$ cat config.mk
export PLATFORM = sky130hd
export DESIGN_NAME = mpr_scheduler
export DESIGN_NICKNAME = d
export VERILOG_FILES = /design/src/rtl/mpr_pkg.sv /design/src/rtl/mpr_scheduler_rr_pick.sv /design/src/rtl/mpr_scheduler.sv
export SDC_FILE = /design/constraint.sdc
export NUM_CORES = 1
export LEC_CHECK = 0
export ABC_CLOCK_PERIOD_IN_PS = 3380
export CORE_UTILIZATION = 50
export DETAILED_ROUTE_END_ITERATION = 8
export HOLD_SLACK_MARGIN = 0.03
export PLACE_DENSITY = 0.69
export REMOVE_ABC_BUFFERS = 1
export SETUP_SLACK_MARGIN = 0.3
export SLEW_MARGIN = 20
export SYNTH_ARGS = -nofsm -noshare
export SYNTH_HDL_FRONTEND = slang
export SYNTH_HIERARCHICAL = 1
export SYNTH_SLANG_ARGS = --single-unit
$ cat constraint.sdc
create_clock -name clk -period 3.38 [get_ports clk]
set_input_delay 0.676 -clock clk [delete_from_list [all_inputs] [get_ports clk]]
set_output_delay 0.676 -clock clk [all_outputs]
set_load 0.005 [all_outputs]
$ cat src/rtl/mpr_pkg.sv
// mpr_pkg: slot-state encoding and default geometry shared by the scheduler and its bench.
// Holds no logic, so it has no latency and no flow control of its own.
package mpr_pkg;

  typedef enum logic [1:0] {
    EMPTY  = 2'd0,
    PARKED = 2'd1,
    READY  = 2'd2
  } slot_state_e;

  localparam int MPR_NUM_SLOTS = 4;
  localparam int MPR_ADDR_W    = 9;

endpackage

$ cat src/rtl/mpr_scheduler_rr_pick.sv
// rr_pick: first set request bit at or above start, wrapping round; purely combinational.
// Zero latency; no backpressure. N must be a power of two so the index wraps by truncation.
module rr_pick #(
  parameter int N = 4
) (
  input  logic [N-1:0]         req,
  input  logic [$clog2(N)-1:0] start,
  output logic                 found,
  output logic [$clog2(N)-1:0] idx
);

  localparam int IW = $clog2(N);

  // Walk from the far end back towards start so the nearest hit is written last.
  always_comb begin
    found = 1'b0;
    idx   = '0;
    for (int i = N - 1; i >= 0; i--) begin
      if (req[start + IW'(i)]) begin
        found = 1'b1;
        idx   = start + IW'(i);
      end
    end
  end

endmodule

$ cat src/rtl/mpr_scheduler.sv
// mpr_scheduler: parks contexts, wakes them on address release, offers one registered restore at a time
// (free -> restore_valid in 2 edges, offer held until restore_ready). MPR_TIMEOUT_EN adds a per-slot watchdog.
module mpr_scheduler
  import mpr_pkg::*;
#(
  parameter int NUM_SLOTS = MPR_NUM_SLOTS,
  parameter int ADDR_W    = MPR_ADDR_W,
  parameter int TIMEOUT   = 255
) (
  input  logic                         clk,
  input  logic                         rst,
  input  logic                         park_req,
  input  logic [ADDR_W-1:0]            park_addr,
  output logic                         park_ack,
  output logic [$clog2(NUM_SLOTS)-1:0] park_slot,
  output logic                         full,
  input  logic                         free_valid,
  input  logic [ADDR_W-1:0]            free_addr,
  output logic                         restore_valid,
  output logic [$clog2(NUM_SLOTS)-1:0] restore_slot,
  input  logic                         restore_ready,
  output logic [NUM_SLOTS-1:0]         slot_busy,
  output logic                         timeout_pulse
);

  localparam int SW = $clog2(NUM_SLOTS);

  if (NUM_SLOTS < 2 || NUM_SLOTS > 8 || (NUM_SLOTS & (NUM_SLOTS - 1)) != 0) begin : g_bad_slots
    $error("mpr_scheduler: NUM_SLOTS must be a power of two in 2..8");
  end
  if (TIMEOUT < 1) begin : g_bad_timeout
    $error("mpr_scheduler: TIMEOUT must be at least 1");
  end

  slot_state_e          state_q [NUM_SLOTS];
  slot_state_e          state_d [NUM_SLOTS];
  logic [ADDR_W-1:0]    addr_q  [NUM_SLOTS];
  logic [ADDR_W-1:0]    addr_d  [NUM_SLOTS];
  logic [SW-1:0]        alloc_ptr_q, alloc_ptr_d;
  logic [SW-1:0]        rest_ptr_q, rest_ptr_d;
  logic [SW-1:0]        restore_slot_q, restore_slot_d;
  logic                 restore_valid_q, restore_valid_d;

  logic [NUM_SLOTS-1:0] empty_vec, ready_vec, expire;
  logic                 alloc_found, rest_found;
  logic [SW-1:0]        alloc_idx, rest_idx;

  always_comb begin
    for (int s = 0; s < NUM_SLOTS; s++) begin
      empty_vec[s] = (state_q[s] == EMPTY);
      ready_vec[s] = (state_q[s] == READY);
    end
  end

  rr_pick #(.N(NUM_SLOTS)) u_alloc_pick (
    .req   (empty_vec),
    .start (alloc_ptr_q),
    .found (alloc_found),
    .idx   (alloc_idx)
  );

  rr_pick #(.N(NUM_SLOTS)) u_rest_pick (
    .req   (ready_vec),
    .start (rest_ptr_q),
    .found (rest_found),
    .idx   (rest_idx)
  );

  assign full          = ~alloc_found;
  assign park_ack      = park_req & ~full;
  assign park_slot     = alloc_idx;
  assign slot_busy     = ~empty_vec;
  assign restore_valid = restore_valid_q;
  assign restore_slot  = restore_slot_q;

`ifdef MPR_TIMEOUT_EN
  localparam int CNT_W = $clog2(TIMEOUT + 1);

  logic [CNT_W-1:0] cnt_q [NUM_SLOTS];
  logic [CNT_W-1:0] cnt_d [NUM_SLOTS];
  logic             timeout_pulse_q, timeout_pulse_d;

  // Any non-PARKED slot holds zero, so the count restarts on every new park.
  always_comb begin
    for (int s = 0; s < NUM_SLOTS; s++) begin
      expire[s] = (state_q[s] == PARKED) && (cnt_q[s] == CNT_W'(TIMEOUT - 1));
      cnt_d[s]  = (state_q[s] == PARKED) ? cnt_q[s] + CNT_W'(1) : '0;
    end
    timeout_pulse_d = |expire;
  end

  always_ff @(posedge clk or posedge rst) begin
    if (rst) begin
      for (int s = 0; s < NUM_SLOTS; s++) cnt_q[s] <= '0;
      timeout_pulse_q <= 1'b0;
    end else begin
      for (int s = 0; s < NUM_SLOTS; s++) cnt_q[s] <= cnt_d[s];
      timeout_pulse_q <= timeout_pulse_d;
    end
  end

  assign timeout_pulse = timeout_pulse_q;
`else
  assign expire        = '0;
  assign timeout_pulse = 1'b0;
`endif

  // Park targets a pre-edge EMPTY slot, free/expiry only PARKED ones, restore only the granted READY one,
  // so the three updates never touch the same slot in one cycle.
  always_comb begin
    for (int s = 0; s < NUM_SLOTS; s++) begin
      state_d[s] = state_q[s];
      addr_d[s]  = addr_q[s];
    end
    alloc_ptr_d     = alloc_ptr_q;
    rest_ptr_d      = rest_ptr_q;
    restore_valid_d = restore_valid_q;
    restore_slot_d  = restore_slot_q;

    for (int s = 0; s < NUM_SLOTS; s++) begin
      if ((free_valid && state_q[s] == PARKED && addr_q[s] == free_addr) || expire[s]) begin
        state_d[s] = READY;
      end
    end

    if (park_ack) begin
      state_d[alloc_idx] = PARKED;
      addr_d[alloc_idx]  = park_addr;
      alloc_ptr_d        = alloc_idx + SW'(1);
    end

    if (restore_valid_q) begin
      if (restore_ready) begin
        state_d[restore_slot_q] = EMPTY;
        rest_ptr_d              = restore_slot_q + SW'(1);
        restore_valid_d         = 1'b0;
      end
    end else if (rest_found) begin
      restore_valid_d = 1'b1;
      restore_slot_d  = rest_idx;
    end
  end

  always_ff @(posedge clk or posedge rst) begin
    if (rst) begin
      for (int s = 0; s < NUM_SLOTS; s++) begin
        state_q[s] <= EMPTY;
        addr_q[s]  <= '0;
      end
      alloc_ptr_q     <= '0;
      rest_ptr_q      <= '0;
      restore_valid_q <= 1'b0;
      restore_slot_q  <= '0;
    end else begin
      for (int s = 0; s < NUM_SLOTS; s++) begin
        state_q[s] <= state_d[s];
        addr_q[s]  <= addr_d[s];
      end
      alloc_ptr_q     <= alloc_ptr_d;
      rest_ptr_q      <= rest_ptr_d;
      restore_valid_q <= restore_valid_d;
      restore_slot_q  <= restore_slot_d;
    end
  end

endmodule

==> flow_summary.json <==
{
  "status": "completed",
  "synth.largest_area_cell": "dfrtp_1",
  "synth_edf_count": 0,
  "layout_setup_ws_ns": 0.5352,
  "dp_hpwl_um": 3779,
  "fin_setup_tns_ns": 0,
  "drt-initial-drc-count": 82,
  "netlist_instances": 237,
  "power_mw": 2.416,
  "syn_area_sq_mm": 0.002746,
  "yosysMostFrequentCell": "dfrtp_1",
  "syn2layout_area_growth_pct": 17.22,
  "io_pins": 35,
  "antenna_cells": 0,
  "cap_violations": 0,
  "antenna_left": 0,
  "switching_share_pct": 32.09,
  "peakVddDrop_uv": 374.0,
  "min_path_type": "flip-flop to flip-flop",
  "rsz0062_at_grt": "false",
  "synth-main-ff-cell": "dfrtp_1",
  "fmax_mhz": 351.5,
  "max_stage_delay_ns": 0.57,
  "cp_max_fo": 5,
  "setup_violations": 0,
  "p_sw_mw": 0.7752,
  "chipWidth_um": 76.12,
  "finalHoldViolCount": 0,
  "p_per_area_mw_per_mm2": 750.5,
  "yosysSeqAreaShare_pct": 46.47,
  "post-cts-setup-buffer-count": 0,
  "worstPathArrival_ns": 2.17,
  "syn-mean-instance-area_sq_um": 11.59,
  "globalplace.congestion": 0.7537,
  "rows": 26,
  "firstDrtPassIters": 4,
  "clk_pin_slew_ns": 0.09,
  "cp-start-kind": "flip-flop",
  "grt_pass1_vias": 1828,
  "core_area_sq_mm": 0.005205,
  "postCtsResizedCells": 0,
  "grt_max_degree": 52,
  "placed_area_sq_mm": 0.003117,
  "fp.dieArea_sq_mm": 0.005793,
  "cts_root_buf": "clkbuf_8",
  "finalClockSkew_ns": 0.005159,
  "p_int_mw": 1.641,
  "wl_um": 5108,
  "yosysTopAreaCellShare_pct": 46.47,
  "yosys_warnings": 6,
  "chipHeight_um": 76.12,
  "cp_data_required_time_ns": 2.70,
  "comb_power_share_pct": 39.2,
  "wire_per_inst_um": 15.02,
  "gr-total-overflow": 0,
  "fin_area_sq_mm": 0.003219,
  "end_kind": "output port",
  "grt_antenna_before_repair": 0,
  "path_cells": "or2_2, inv_1, mux2i_1, a211oi_2, clkdlybuf4s50_1",
  "slew_headroom_pct": 56.62,
  "async_reset_ff_share_pct": 100.0,
  "slowest_stage": "clkdlybuf4s50_1",
  "via_count": 1766,
  "clk_path_buf_depth": 2,
  "leakage_nw": 1.390,
  "grt_use_total_pct": 19.96,
  "grt_pass1_wl_um": 8997,
  "preCtsSetupSlack_ns": 0.7695,
  "synth_seq_cells": 51,
  "fin_crit_ns": 2.845,
  "port_buffers": 33,
  "drive_gt1_share_pct": 20.37,
  "vias_per_cell": 5.194,
  "clock_latency_ns": 0.30,
  "start_util_pct": 52.76,
  "fin_nets": 301,
  "p_seq_share_pct": 43.8,
  "cts_sinks": 51,
  "synth_area_leaders": "dfrtp_1 (46%), mux2_2 (16%), xnor2_1 (8.6%)",
  "cts_hold_buf": 0,
  "tightest_slew_ns": 0.6507,
  "synth_cell_types": 38,
  "drc": 0,
  "cts_buffers": 5,
  "cts_tree": "yes",
  "criticalPathCategory": "flip-flop to output port",
  "drv_slew": 0,
  "h-tree-depth": 2,
  "min_period_over_period_pct": 84.17,
  "synth_commonest_cells": "dfrtp_1 (51), mux2_2 (38), xnor2_1 (27)",
  "power_frac_clock_pct": 17.0
}
==> final cells by class <==
class                           instances  area (sq um)
Clock inverter                          1         30.03
Sequential cell                        51          1276
Clock buffer                            6         72.57
Timing Repair Buffer                   34         337.8
Fill cell                             449          1986
Tap cell                               70         87.58
Multi-Input combinational cell        166          1370
Inverter                               12         45.04
==> placed cells by master, fill, tap and decap left out, drive strengths merged, types with 3 or more instances in the layout <==
cell            n
nand3           5
clkbuf          6
xnor2          27
ha              8
a21oi           3
nand4           6
xor2            9
nor2b           5
nor2            9
clkdlybuf4s50  33
nor3            3
inv            12
nand2b          4
nor4            3
a21boi          3
o21ai           3
or2             4
o211a           3
nand2          12
a211oi          4
dfrtp          51
mux2           38
==> critical path, delay by kind of cell, from the launching register on <==
family          cells  cell delay, ns
buf+inv             2            0.68
flops               1            0.41
compound gates      1            0.38
simple gates        1            0.31
mux                 1            0.09
==> cell families (layout without fill, tap and decap cells) <==
family | Yosys count | in the layout | synth area share, %
xor gates and xnor gates | 36 | 36 | 11.48
muxes | 40 | 40 | 16.31
AOI/OAI and AO/OA | 24 | 24 | 6.878
adders and majority gates | 8 | 8 | 3.645
buffers and inverters | 20 | 53 | 3.644
other | 1 | 1 | 0.1365
and+or+nand+nor | 57 | 57 | 11.43
DFF | 51 | 51 | 46.47
==> per-layer routing <==
metal  wire length [um]  global-route usage (%)  vias to the layer above
li1                   -                       -                      877
met4                 42                   4.615                        0
met2               2463                   32.91                       27
met3                135                   3.593                        4
met5                  0                       0                        -
met1               2466                   27.49                      858
==> stage by stage <==
stage	instances	hold slack [ns]	util (%)
global route	340	0.5400	61.85
floorplan	229	0.5008	-
detailed placement	333	0.5148	59.88
CTS	340	0.5353	61.85
finish	340	0.5317	61.85
global placement	333	0.5092	59.88
==> power groups by stage <==
stage	combinational, mW	clock [mW]	sequential, mW
2_1_floorplan	0.700	0	1.03
3_3_place_gp	0.947	0	1.06
3_5_place_dp	0.963	0	1.07
4_1_cts	0.965	0.417	1.06
5_1_grt	1.06	0.445	1.10
6_report	0.947	0.410	1.06
==> sequential cells by signal (all words and copies together) (netlist names) <==
| register | count |
|---|---|
| rest_ptr_q | 2 |
| addr_q | 36 |
| restore_valid | 1 |
| restore_slot | 2 |
| alloc_ptr_q | 2 |
| state_q | 8 |
==> final timing paths <==
path                       slack, ns       start  depth (start not counted)        endpoint
max                             0.54  state_q[1]                          5    park_slot[0]
min                             0.53  addr_q[24]                          1      addr_q[24]
max reg2reg                     0.81  state_q[1]                          8      addr_q[13]
min reg2reg                     0.53  addr_q[24]                          1      addr_q[24]
max in group asynchronous       2.07         rst                          3   rest_ptr_q[1]
min in group asynchronous       0.87         rst                          3  alloc_ptr_q[1]
No activity file was read; power rests on OpenSTA's default activity.
